`config.mk`:
```
export PLATFORM = sky130hd
export DESIGN_NAME = fc_argmax_classifier
export DESIGN_NICKNAME = d
export VERILOG_FILES = /design/src/rtl/lenet_pkg.sv /design/src/rtl/argmax_key_cmp.sv /design/src/rtl/fc_argmax_classifier.sv
export SDC_FILE = /design/constraint.sdc
export NUM_CORES = 1
export LEC_CHECK = 0
export BUFFER_PORTS_ARGS = -buffer_cell sky130_fd_sc_hd__buf_2
export CORE_ASPECT_RATIO = 1.5
export CORE_MARGIN = 1
export CORE_UTILIZATION = 35
export CTS_BUF_LIST = sky130_fd_sc_hd__clkbuf_16
export DETAILED_ROUTE_END_ITERATION = 7
export PLACE_DENSITY_LB_ADDON = 0.05
export SLEW_MARGIN = 20
export SYNTH_ARGS = -nofsm -noshare
export SYNTH_HDL_FRONTEND = slang
export SYNTH_SLANG_ARGS = --single-unit
export TNS_END_PERCENT = 20
```
`constraint.sdc`:
```
create_clock -name clk -period 7.1 [get_ports clk]
set_input_delay 1.065 -clock clk [delete_from_list [all_inputs] [get_ports clk]]
set_output_delay 1.065 -clock clk [all_outputs]
set_load 0.03 [all_outputs]
```
`src/rtl/lenet_pkg.sv`:
```
// Shared LeNet5 datapath definitions.
// Class count, index width, score encodings and argmax FSM states.
package lenet_pkg;

    localparam int NUM_CLASSES = 10;
    localparam int IDX_WIDTH   = 4;

    localparam int ARITH_FLOAT = 0;
    localparam int ARITH_FIXED = 1;

    typedef enum logic [1:0] {
        IDLE,
        SCAN,
        DONE
    } argmax_state_e;

endpackage

```
`src/rtl/argmax_key_cmp.sv`:
```
// Strict greater-than on class scores.
// Both operands are mapped to an unsigned ordering key first.
import lenet_pkg::*;

module argmax_key_cmp #(
    parameter int DATA_WIDTH = 16,
    parameter int ARITH_TYPE = ARITH_FIXED
) (
    input  logic [DATA_WIDTH-1:0] a,
    input  logic [DATA_WIDTH-1:0] b,
    output logic                  a_gt_b
);

    localparam int MSB = DATA_WIDTH - 1;

    function automatic logic [DATA_WIDTH-1:0] key(
        input logic [DATA_WIDTH-1:0] x
    );
        // Float: negatives reverse order, positives sit above them
        if (ARITH_TYPE == ARITH_FIXED)
            key = {~x[MSB], x[MSB-1:0]};
        else if (x[MSB])
            key = ~x;
        else
            key = {1'b1, x[MSB-1:0]};
    endfunction

    assign a_gt_b = key(a) > key(b);

endmodule

```
`src/rtl/fc_argmax_classifier.sv`:
```
// Final LeNet5 stage: captures ten FC class scores and
// serially scans them for the winning digit.
import lenet_pkg::*;

module fc_argmax_classifier #(
    parameter int DATA_WIDTH = 16,
    parameter int ARITH_TYPE = ARITH_FIXED
) (
    input  logic                  clk,
    input  logic                  reset,
    input  logic                  start,
    input  logic [DATA_WIDTH-1:0] score_1,
    input  logic [DATA_WIDTH-1:0] score_2,
    input  logic [DATA_WIDTH-1:0] score_3,
    input  logic [DATA_WIDTH-1:0] score_4,
    input  logic [DATA_WIDTH-1:0] score_5,
    input  logic [DATA_WIDTH-1:0] score_6,
    input  logic [DATA_WIDTH-1:0] score_7,
    input  logic [DATA_WIDTH-1:0] score_8,
    input  logic [DATA_WIDTH-1:0] score_9,
    input  logic [DATA_WIDTH-1:0] score_10,
    output logic                  busy,
    output logic                  done,
    output logic                  result_valid,
    output logic [IDX_WIDTH-1:0]  class_idx,
    output logic [DATA_WIDTH-1:0] max_score
);

    localparam logic [IDX_WIDTH-1:0] LAST = IDX_WIDTH'(NUM_CLASSES - 1);

    argmax_state_e         state_q, state_d;
    logic [IDX_WIDTH-1:0]  cnt_q, cnt_d;
    logic [IDX_WIDTH-1:0]  best_idx_q, best_idx_d;
    logic [IDX_WIDTH-1:0]  class_idx_q, class_idx_d;
    logic [DATA_WIDTH-1:0] best_val_q, best_val_d;
    logic [DATA_WIDTH-1:0] max_score_q, max_score_d;
    logic                  done_q, done_d;
    logic                  valid_q, valid_d;
    logic                  capture;
    logic                  cand_gt;
    logic [DATA_WIDTH-1:0] scores [NUM_CLASSES];
    logic [DATA_WIDTH-1:0] cap_q  [NUM_CLASSES];

    always_comb begin
        scores[0] = score_1;
        scores[1] = score_2;
        scores[2] = score_3;
        scores[3] = score_4;
        scores[4] = score_5;
        scores[5] = score_6;
        scores[6] = score_7;
        scores[7] = score_8;
        scores[8] = score_9;
        scores[9] = score_10;
    end

    argmax_key_cmp #(
        .DATA_WIDTH(DATA_WIDTH),
        .ARITH_TYPE(ARITH_TYPE)
    ) u_cmp (
        .a      (cap_q[cnt_q]),
        .b      (best_val_q),
        .a_gt_b (cand_gt)
    );

    always_comb begin
        state_d     = state_q;
        cnt_d       = cnt_q;
        best_idx_d  = best_idx_q;
        best_val_d  = best_val_q;
        class_idx_d = class_idx_q;
        max_score_d = max_score_q;
        valid_d     = valid_q;
        done_d      = 1'b0;
        capture     = 1'b0;
        unique case (state_q)
            IDLE: begin
                if (start) begin
                    capture    = 1'b1;
                    best_val_d = score_1;
                    best_idx_d = '0;
                    cnt_d      = IDX_WIDTH'(1);
                    state_d    = SCAN;
                end
            end
            SCAN: begin
                // Strict compare keeps the lowest index on ties
                if (cand_gt) begin
                    best_val_d = cap_q[cnt_q];
                    best_idx_d = cnt_q;
                end
                if (cnt_q == LAST)
                    state_d = DONE;
                else
                    cnt_d = cnt_q + IDX_WIDTH'(1);
            end
            DONE: begin
                class_idx_d = best_idx_q;
                max_score_d = best_val_q;
                done_d      = 1'b1;
                valid_d     = 1'b1;
                state_d     = IDLE;
            end
            default: state_d = IDLE;
        endcase
    end

    always_ff @(posedge clk) begin
        if (!reset) begin
            state_q     <= IDLE;
            cnt_q       <= '0;
            best_idx_q  <= '0;
            best_val_q  <= '0;
            class_idx_q <= '0;
            max_score_q <= '0;
            done_q      <= 1'b0;
            valid_q     <= 1'b0;
            for (int i = 0; i < NUM_CLASSES; i++)
                cap_q[i] <= '0;
        end else begin
            state_q     <= state_d;
            cnt_q       <= cnt_d;
            best_idx_q  <= best_idx_d;
            best_val_q  <= best_val_d;
            class_idx_q <= class_idx_d;
            max_score_q <= max_score_d;
            done_q      <= done_d;
            valid_q     <= valid_d;
            if (capture)
                for (int i = 0; i < NUM_CLASSES; i++)
                    cap_q[i] <= scores[i];
        end
    end

    assign busy         = (state_q != IDLE);
    assign done         = done_q;
    assign result_valid = valid_q;
    assign class_idx    = class_idx_q;
    assign max_score    = max_score_q;

endmodule

```
==> impl_metrics.toml, run 1 <==
[critical_path]
crit_family = "compound AO/OA/AOI/OAI gates"
crit_path_max_fanout = 20
end_kind = "flop"
path_cells = "buf_4 > nor2b_1 > a21oi_1 > a22o_1 > ha_1 > a21oi_1 > o211ai_4 > a211o_4 > o31ai_4 > mux2i_1"
start_kind = "flop"
critPathBufInv = 1
crit_type = "reg -> reg"
slowest_delay_ns = 0.95
cp.required_ns = 7.52
crit_slowest_cell = "nor2b_1"
cpMostUsedCell = "a21oi_1"
crit_arrival_ns = 4.66

[floorplan]
dieArea_sq_um = 28820
row_count = 74
core_area_sq_um = 27410
fp.dieW_um = 138.9
num_io_pins = 186
die_h_um = 207.4
initial_core_util_pct = 35.92

[sta]
fmax_ghz = 0.2359
relSlewSlack_pct = 23.99
worstMarginPinSlew_ns = 1.138
skew_ns = 0.01601
min_period_ns = 4.239
maxSlewViolCount = 0
setup_viol = 0
hold_viol_final = 0
fin_setup_tns_ns = 0
rsz0062_at_grt = "no"
finalCritPeriodShare_pct = 59.70

[detailed_routing]
vias = 6779
avgRoutedWirePerCell_um = 19.39
ant_nets = 0
post-route-drc-count = 11
via_per_inst = 5.171
first_pass_iters = 8
drt_iter0_drc = 556
drt_wl_total_mm = 25.42

[yosys]
yosysSeqAreaShare_pct = 59.38
synthTopCellsByCount = "and3_1 (160), edfxtp_1 (160), nand2_1 (70)"
syn_inst = 801
synth_area_sq_um = 9844
synth_area_leaders = "edfxtp_1 (49%), dfxtp_1 (11%), and3_1 (10%), mux2i_1 (4.9%), mux4_2 (3.9%)"
yosysTopAreaCell = "edfxtp_1"
synth_warnings = 0
syn_nets = 982
ys_seq_elements = 212
synth_top_area_share_pct = 48.81
syn_area_per_cell_sq_um = 12.29
ys_async_sr_fraction_pct = 0
synth_edf_count = 160
ys_types = 53
ys.flop_type = "edfxtp_1"

[global_routing]
grt_max_degree = 161
grt_pass1_vias = 6981
track_usage_pct = 17.50
grt_pass1_wl_mm = 39.28
antenna_found_initial = 0
grt-ovfl-total = 0

[clocking]
cts_buffers = 23
clock_sinks = 212
post_cts_resize_count = 0
clock_latency_ns = 0.51
htree_levels = 1
clockBufferDepth = 3
clk_pin_slew_worst_paths_ns = 0.06
holdBufCountCts = 0
cts_tree = "done"
cts-root-buf = "clkbuf_16"
post_cts_buffers = 0

[finish]
area_delta_synth_final_pct = 18.68
drive_gt1_share_pct = 28.38
nets = 1134
n_antenna_cell = 0
fill_cells = 2683
final_core_util_pct = 42.63

[pwr]
power_density_nw_per_um2 = 257.8
combPwrFrac_pct = 14.0
p_leak_uw = 0.005146
internal_power_uw = 2242
p_sw_share_pct = 25.57
p_seq_share_pct = 49.1
switchingPower_uw = 770.0
ir_drop_mv = 0.1423
power.share.clock_pct = 36.9

[placement]
place_congestion = 0.8013
hpwl_mm = 18.14
port_buffers = 185

[job]
cap_viol_max_count = 0

[status]
outcome = "complete, but fails checks"
violations = "design-rule violations"

[worst_hold_path]
hold_class = "reg -> reg"
## layer usage
metal  vias up  share of wire [%]  GRT usage (%)
li1       3284                  -              -
met1      3251                 44          22.36
met2       209                 50          31.23
met3        35                4.7          2.399
met4         0                1.5          3.908
met5         -                  0              0
## tightest hold or removal path, stage by stage (launching register included)
cell     delay, ns
dfxtp_1       0.30
nand2_1       0.05
a21oi_1       0.05
## path summary, 6_finish.rpt
check / start / end / slack [ns] / cells after the start
worst max-delay path: flop / best_val_q[2] / 2.86 / 10
worst min-delay path: max_score[9] / max_score[9] / 0.45 / 2
worst max register to register: flop / best_val_q[2] / 2.86 / 10
worst min register to register: max_score[9] / max_score[9] / 0.45 / 2
## sequential cells by signal, summed over array words and instances (netlist names), named ones only
signal,cells
best_idx_q,4
best_val_q,16
cap_q,160
class_idx,4
cnt_q,4
done,1
max_score,16
result_valid,1
state_q,2
## stage by stage
| step | instances | hold WS, ns | power, uW | instance area [sq um] | worst slack, ns |
|---|---|---|---|---|---|
| floorplan | 801 | 0.4322 | 1793 | 9844 | 1.597 |
| global placement | 1270 | 0.4399 | 1921 | 10980 | 2.690 |
| detailed placement | 1270 | 0.4438 | 1931 | 10980 | 2.516 |
| CTS | 1311 | 0.4519 | 3043 | 11680 | 2.498 |
| global route | 1311 | 0.4685 | 3137 | 11680 | 2.596 |
| finish | 1311 | 0.4491 | 3012 | 11680 | 2.861 |
## power groups by stage
stage,sequential [uW],clock [uW],combinational [uW]
floorplan,1500,0,298
global placement,1510,0,415
detailed placement,1510,0,425
CTS,1480,1140,427
global route,1490,1180,465
finish,1480,1110,422
## cell type report
cell class,count,area [sq um],area share (%)
timing repair buffer,194,999.7,8.556
multi-input combinational,501,3632,31.09
sequential,212,5849,50.06
inverter,21,78.83,0.6747
clock buffer,23,575.6,4.926
clock inverter,18,120.1,1.028
tap,342,427.9,3.662
## cell families (layout without fill, tap and decap cells)
family	Yosys count	count (layout)	share of synthesized area [%]
and+or+nand+nor	293	293	16.27
DFF	212	212	59.38
AOI/OAI and AO/OA	110	110	7.753
buffers and inverters	88	256	3.876
muxes	78	78	10.26
adders and majority gates	18	18	2.288
xor gates and xnor gates	2	2	0.1780
## cells in the final DEF (no fill, tap or decap), types with 2 or more instances in the layout
cell type  count
mux2_2        13
o211ai_1       4
ha_1          18
a31oi_1        3
inv_1         27
and3_1       160
o21ai_1        4
edfxtp_1     160
clkinv_1       3
buf_4          9
nand4_1        4
mux2i_1       48
o311ai_0       3
nor2b_1        3
clkinv_2       2
a2bb2oi_1     11
nand3_1        4
or2_2          6
a22o_1        11
nand2_1       69
nor3_1         3
xor2_1         2
a21oi_1       43
o221ai_1       2
and2_1         2
a221o_1        2
o22ai_1        3
dfxtp_1       51
buf_2        184
clkbuf_16     23
a31o_2         2
o21ai_0       15
mux4_2        17
nor2_1        31
(Power assumes the default switching activity.)
==> inputs of run 2 (changes only) <==
==> constraint.sdc (replaced) <==
create_clock -name clk -period 4.44 [get_ports clk]
set_input_delay 0.666 -clock clk [delete_from_list [all_inputs] [get_ports clk]]
set_output_delay 0.666 -clock clk [all_outputs]
set_load 0.03 [all_outputs]
==> impl_metrics.toml, run 2 (synthesis results as in run 1) <==
[sta]
hold_viol_final = 0
fin_setup_tns_ns = 0
worstMarginPinSlew_ns = 0.8018
holdWs_ns = 0.4485
fmax_ghz = 0.2780
min_period_ns = 3.597
maxSlewViolCount = 0
rsz0062_at_grt = "no"
finalCritPeriodShare_pct = 81.02
setup_viol = 0
relSlewSlack_pct = 46.54
skew_ns = 0.01781

[detailed_routing]
drt_iter0_drc = 445
post-route-drc-count = 0
ant_nets = 0
first_pass_iters = 7
vias = 6708
avgRoutedWirePerCell_um = 19.69
top_layer = "met4"
drt_wl_total_mm = 25.91
dr_wl_met2_mm = 12.75
wl_met3_mm = 1.000
drt-met1-wl_mm = 11.80
via_per_inst = 5.097

[critical_path]
path_cells = "buf_4 > mux4_2 > mux2_2 > a22o_1 > ha_1 > nor2b_1 > o211ai_1 > a2111oi_4 > o31a_1 > mux2i_1"
worst-r2r-cell-count = 10
slowest_delay_ns = 0.61
r2r_slack_ns = 0.84
end_kind = "flop"
crit_arrival_ns = 4.03
crit_slowest_cell = "mux4_2"
start_kind = "flop"
crit_type = "reg -> reg"
critPathBufInv = 1
crit_family = "compound AO/OA/AOI/OAI gates"
r2r-end = "best_idx_q[2]"
cp.required_ns = 4.88
crit_path_max_fanout = 20

[worst_hold_path]
hold_end = "max_score[2]"
min_from = "max_score[2]"
hold_class = "reg -> reg"
holdPathStages = 2

[clocking]
post_cts_buffers = 0
cts-root-buf = "clkbuf_16"
htree_levels = 1
cts_buffers = 22
clockBufferDepth = 3
clock_latency_ns = 0.51
holdBufCountCts = 0
post_cts_resize_count = 0
clock_sinks = 212
cts_tree = "done"
clk_pin_slew_worst_paths_ns = 0.06

[status]
outcome = "finished clean"

[global_routing]
grt_max_degree = 161
grt-ovfl-total = 0
track_usage_pct = 17.95
antenna_found_initial = 0
grt_pass1_wl_mm = 39.72
grt_pass1_vias = 6696

[pwr]
power_density_nw_per_um2 = 415.1
ir_drop_mv = 0.2391
p_leak_uw = 0.005192
power_uw = 4888

[finish]
final_core_util_pct = 42.96
n_antenna_cell = 0
top_register = "cap_q"
area_delta_synth_final_pct = 19.60
fill_cells = 2630
largest_reg_flops = 160
finalNonFillerCells = 1316
nets = 1139
final_common_cell = "buf_2"
drive_gt1_share_pct = 28.75
layout_common_cells = "buf_2 (184), and3_1 (160), edfxtp_1 (160), nand2_1 (69), dfxtp_1 (51)"

[floorplan]
dieArea_sq_um = 28820
num_io_pins = 186
die_h_um = 207.4
fp.dieW_um = 138.9
row_count = 74
initial_core_util_pct = 35.92
core_area_sq_um = 27410

[placement]
post-place-cells = 1276
hpwl_mm = 18.14
place_congestion = 0.7877
port_buffers = 185

[job]
cap_viol_max_count = 0
## run 2: layer usage
metal	up-vias	track usage [%]
met2	176	31.30
met1	3199	23.83
li1	3302	-
met3	31	2.238
met4	0	3.716
met5	-	0
## run 2: worst max-delay path by stage
| stage | slack, ns | to | depth (start not counted) |
|---|---|---|---|
| finish | 0.84 | best_idx_q[2] | 10 |
| global route | 0.58 | best_val_q[6] | 11 |
| CTS | 0.80 | best_val_q[6] | 11 |
| detailed placement | 0.82 | best_val_q[6] | 11 |
| global placement | 0.84 | best_idx_q[0] | 10 |
| floorplan | 0.92 | cap_q[0][0] | 3 |
## run 2: tightest hold or removal path, stage by stage (launching register included)
cell and delay, ns:
dfxtp_1 0.30, nand2_1 0.05, a21oi_1 0.05
## run 2: area by class of cell
class | count | area (sq um) | area share (%)
sequential | 212 | 5847 | 49.66
timing repair buffer | 200 | 1066 | 9.054
clock inverter | 15 | 87.58 | 0.7439
tap | 342 | 427.9 | 3.634
clock buffer | 25 | 625.6 | 5.313
multi-input combinational | 501 | 3641 | 30.92
inverter | 21 | 78.83 | 0.6695
## run 2: per-stage QoR
| step | setup WS [ns] | cell area (sq um) |
|---|---|---|
| finish | 0.8427 | 11770 |
| floorplan | 0.9239 | 9847 |
| global placement | 0.8395 | 11060 |
| CTS | 0.7969 | 11770 |
| global route | 0.5846 | 11770 |
| detailed placement | 0.8225 | 11060 |
## run 2: report_power, final
group / switching [uW] / internal (uW) / total (uW) / leakage [uW]
Sequential: 72.1 / 2300 / 2370 / 0.00216
Clock: 781 / 1060 / 1840 / 0.000384
Combinational: 387 / 289 / 676 / 0.00265
Total: 1240 / 3650 / 4890 / 0.00519
==> inputs of run 3 (changes only) <==
==> constraint.sdc (replaced) <==
create_clock -name clk -period 3.1 [get_ports clk]
set_input_delay 0.465 -clock clk [delete_from_list [all_inputs] [get_ports clk]]
set_output_delay 0.465 -clock clk [all_outputs]
set_load 0.03 [all_outputs]
==> impl_metrics.toml, run 3 (synthesis results as in run 1) <==
[sta]
hold_viol_final = 0
rsz0062_at_grt = "yes"
min_period_ns = 3.316
fmax_ghz = 0.3015
worstMarginPinSlew_ns = 0.8671
setup_viol = 20
finalCritPeriodShare_pct = 107.0
relSlewSlack_pct = 42.20
skew_ns = 0.01271
maxSlewViolCount = 0
fin_ws_ns = -0.2163

[pwr]
power_uw = 7143
ir_drop_mv = 0.3206
p_leak_uw = 0.005434
power_density_nw_per_um2 = 580.2

[floorplan]
fp.dieW_um = 138.9
initial_core_util_pct = 35.92
die_h_um = 207.4
dieArea_sq_um = 28820
core_area_sq_um = 27410
num_io_pins = 186
row_count = 74

[detailed_routing]
first_pass_iters = 6
top_layer = "met4"
drt_wl_total_mm = 25.75
drt_iter0_drc = 417
ant_nets = 0
avgRoutedWirePerCell_um = 19.03
vias = 6786
drt-met1-wl_mm = 11.80
dr_wl_met2_mm = 12.69
wl_met3_um = 938
via_per_inst = 5.016
post-route-drc-count = 0

[placement]
port_buffers = 185
pre_cts_ws_ns = -0.1720
placed_cell_area_sq_um = 11370
place_congestion = 0.7631
post-place-cells = 1304
hpwl_mm = 18.14

[finish]
nets = 1177
largest_reg_flops = 160
final_common_cell = "buf_2"
area_delta_synth_final_pct = 25.05
drive_gt1_share_pct = 32.74
top_register = "cap_q"
final_cell_area_sq_um = 12310
layout_common_cells = "buf_2 (184), and3_1 (160), edfxtp_1 (160), nand2_1 (69), dfxtp_1 (50)"
finalNonFillerCells = 1353
n_antenna_cell = 0

[critical_path]
cp.required_ns = 3.53
start_kind = "flop"
crit_family = "multiplexers"
end_kind = "flop"
crit_path_max_fanout = 6
path_cells = "buf_12 > mux4_2 > mux2_4 > a22o_1 > ha_1 > nor2b_4 > o211ai_1 > a2111oi_4 > o31ai_4 > buf_6 > buf_16 > mux2i_1"
crit_slowest_cell = "mux4_2"
crit_type = "reg -> reg"
crit_arrival_ns = 3.74
slowest_delay_ns = 0.57
critPathBufInv = 3

[global_routing]
antenna_found_initial = 0
grt_max_degree = 161
grt_pass1_wl_mm = 39.51
grt-ovfl-total = 0
track_usage_pct = 17.70
grt_pass1_vias = 7058

[clocking]
htree_levels = 1
cts_tree = "done"
clock_latency_ns = 0.50
cts_buffers = 23
clockBufferDepth = 3
cts-root-buf = "clkbuf_16"
clock_sinks = 212
clk_pin_slew_worst_paths_ns = 0.07

[worst_hold_path]
hold_class = "in -> reg"

[job]
cap_viol_max_count = 0

[status]
outcome = "complete, but fails checks"
violations = "negative setup slack"
==> run 3: what timing repair did <==
action	CTS	global route
hold buffers	0	0
pin swaps	0	12
resized for setup	11	19
setup buffers	2	6
endpoints found under the setup margin	20	20
cloned	1	1
==> run 3: per-layer routing <==
layer  GRT usage (%)  vias to the layer above
li1                -                     3381
met1           24.09                     3209
met2           30.34                      172
met3           2.191                       24
met4           3.295                        0
met5               0                        -
==> run 3: worst reg2reg max path, stage by stage (launching register included) <==
cell	delay [ns]
dfxtp_4	0.40
buf_12	0.14
mux4_2	0.57
mux2_4	0.29
a22o_1	0.23
ha_1	0.32
nor2b_4	0.13
o211ai_1	0.28
a2111oi_4	0.16
o31ai_4	0.30
buf_6	0.15
buf_16	0.12
mux2i_1	0.17
==> run 3: path summary, 6_finish.rpt <==
| check | cells after the start | endpoint | start | slack (ns) |
|---|---|---|---|---|
| worst max-delay path | 12 | best_val_q[12] | flop | -0.22 |
| worst min-delay path | 3 | best_val_q[14] | score_1[14] | 0.26 |
| worst max register to register | 12 | best_val_q[12] | flop | -0.22 |
| worst min register to register | 2 | max_score[9] | max_score[9] | 0.45 |
==> run 3: layout make-up <==
class,count,area (sq um)
sequential,212,5851
inverter,21,78.83
timing repair buffer,237,1484
multi-input combinational,501,3771
fill,2599,15100
clock inverter,17,122.6
clock buffer,23,575.6
tap,342,427.9
==> run 3: stage by stage <==
stage / util, % / setup TNS [ns] / hold slack (ns)
4_1_cts: 44.29 / -2.848 / 0.2291
6_report: 44.92 / -3.530 / 0.2592
5_1_grt: 44.92 / -5.502 / 0.2516
3_5_place_dp: 41.49 / -2.769 / 0.4453
3_3_place_gp: 41.49 / -2.507 / 0.4421
2_1_floorplan: - / -0.2590 / 0.4322
==> run 3: where the power goes <==
| group | total, uW | internal, uW | switching [uW] |
|---|---|---|---|
| clock | 2560 | 1500 | 1060 |
| sequential | 3390 | 3290 | 98.8 |
| combinational | 1190 | 567 | 624 |
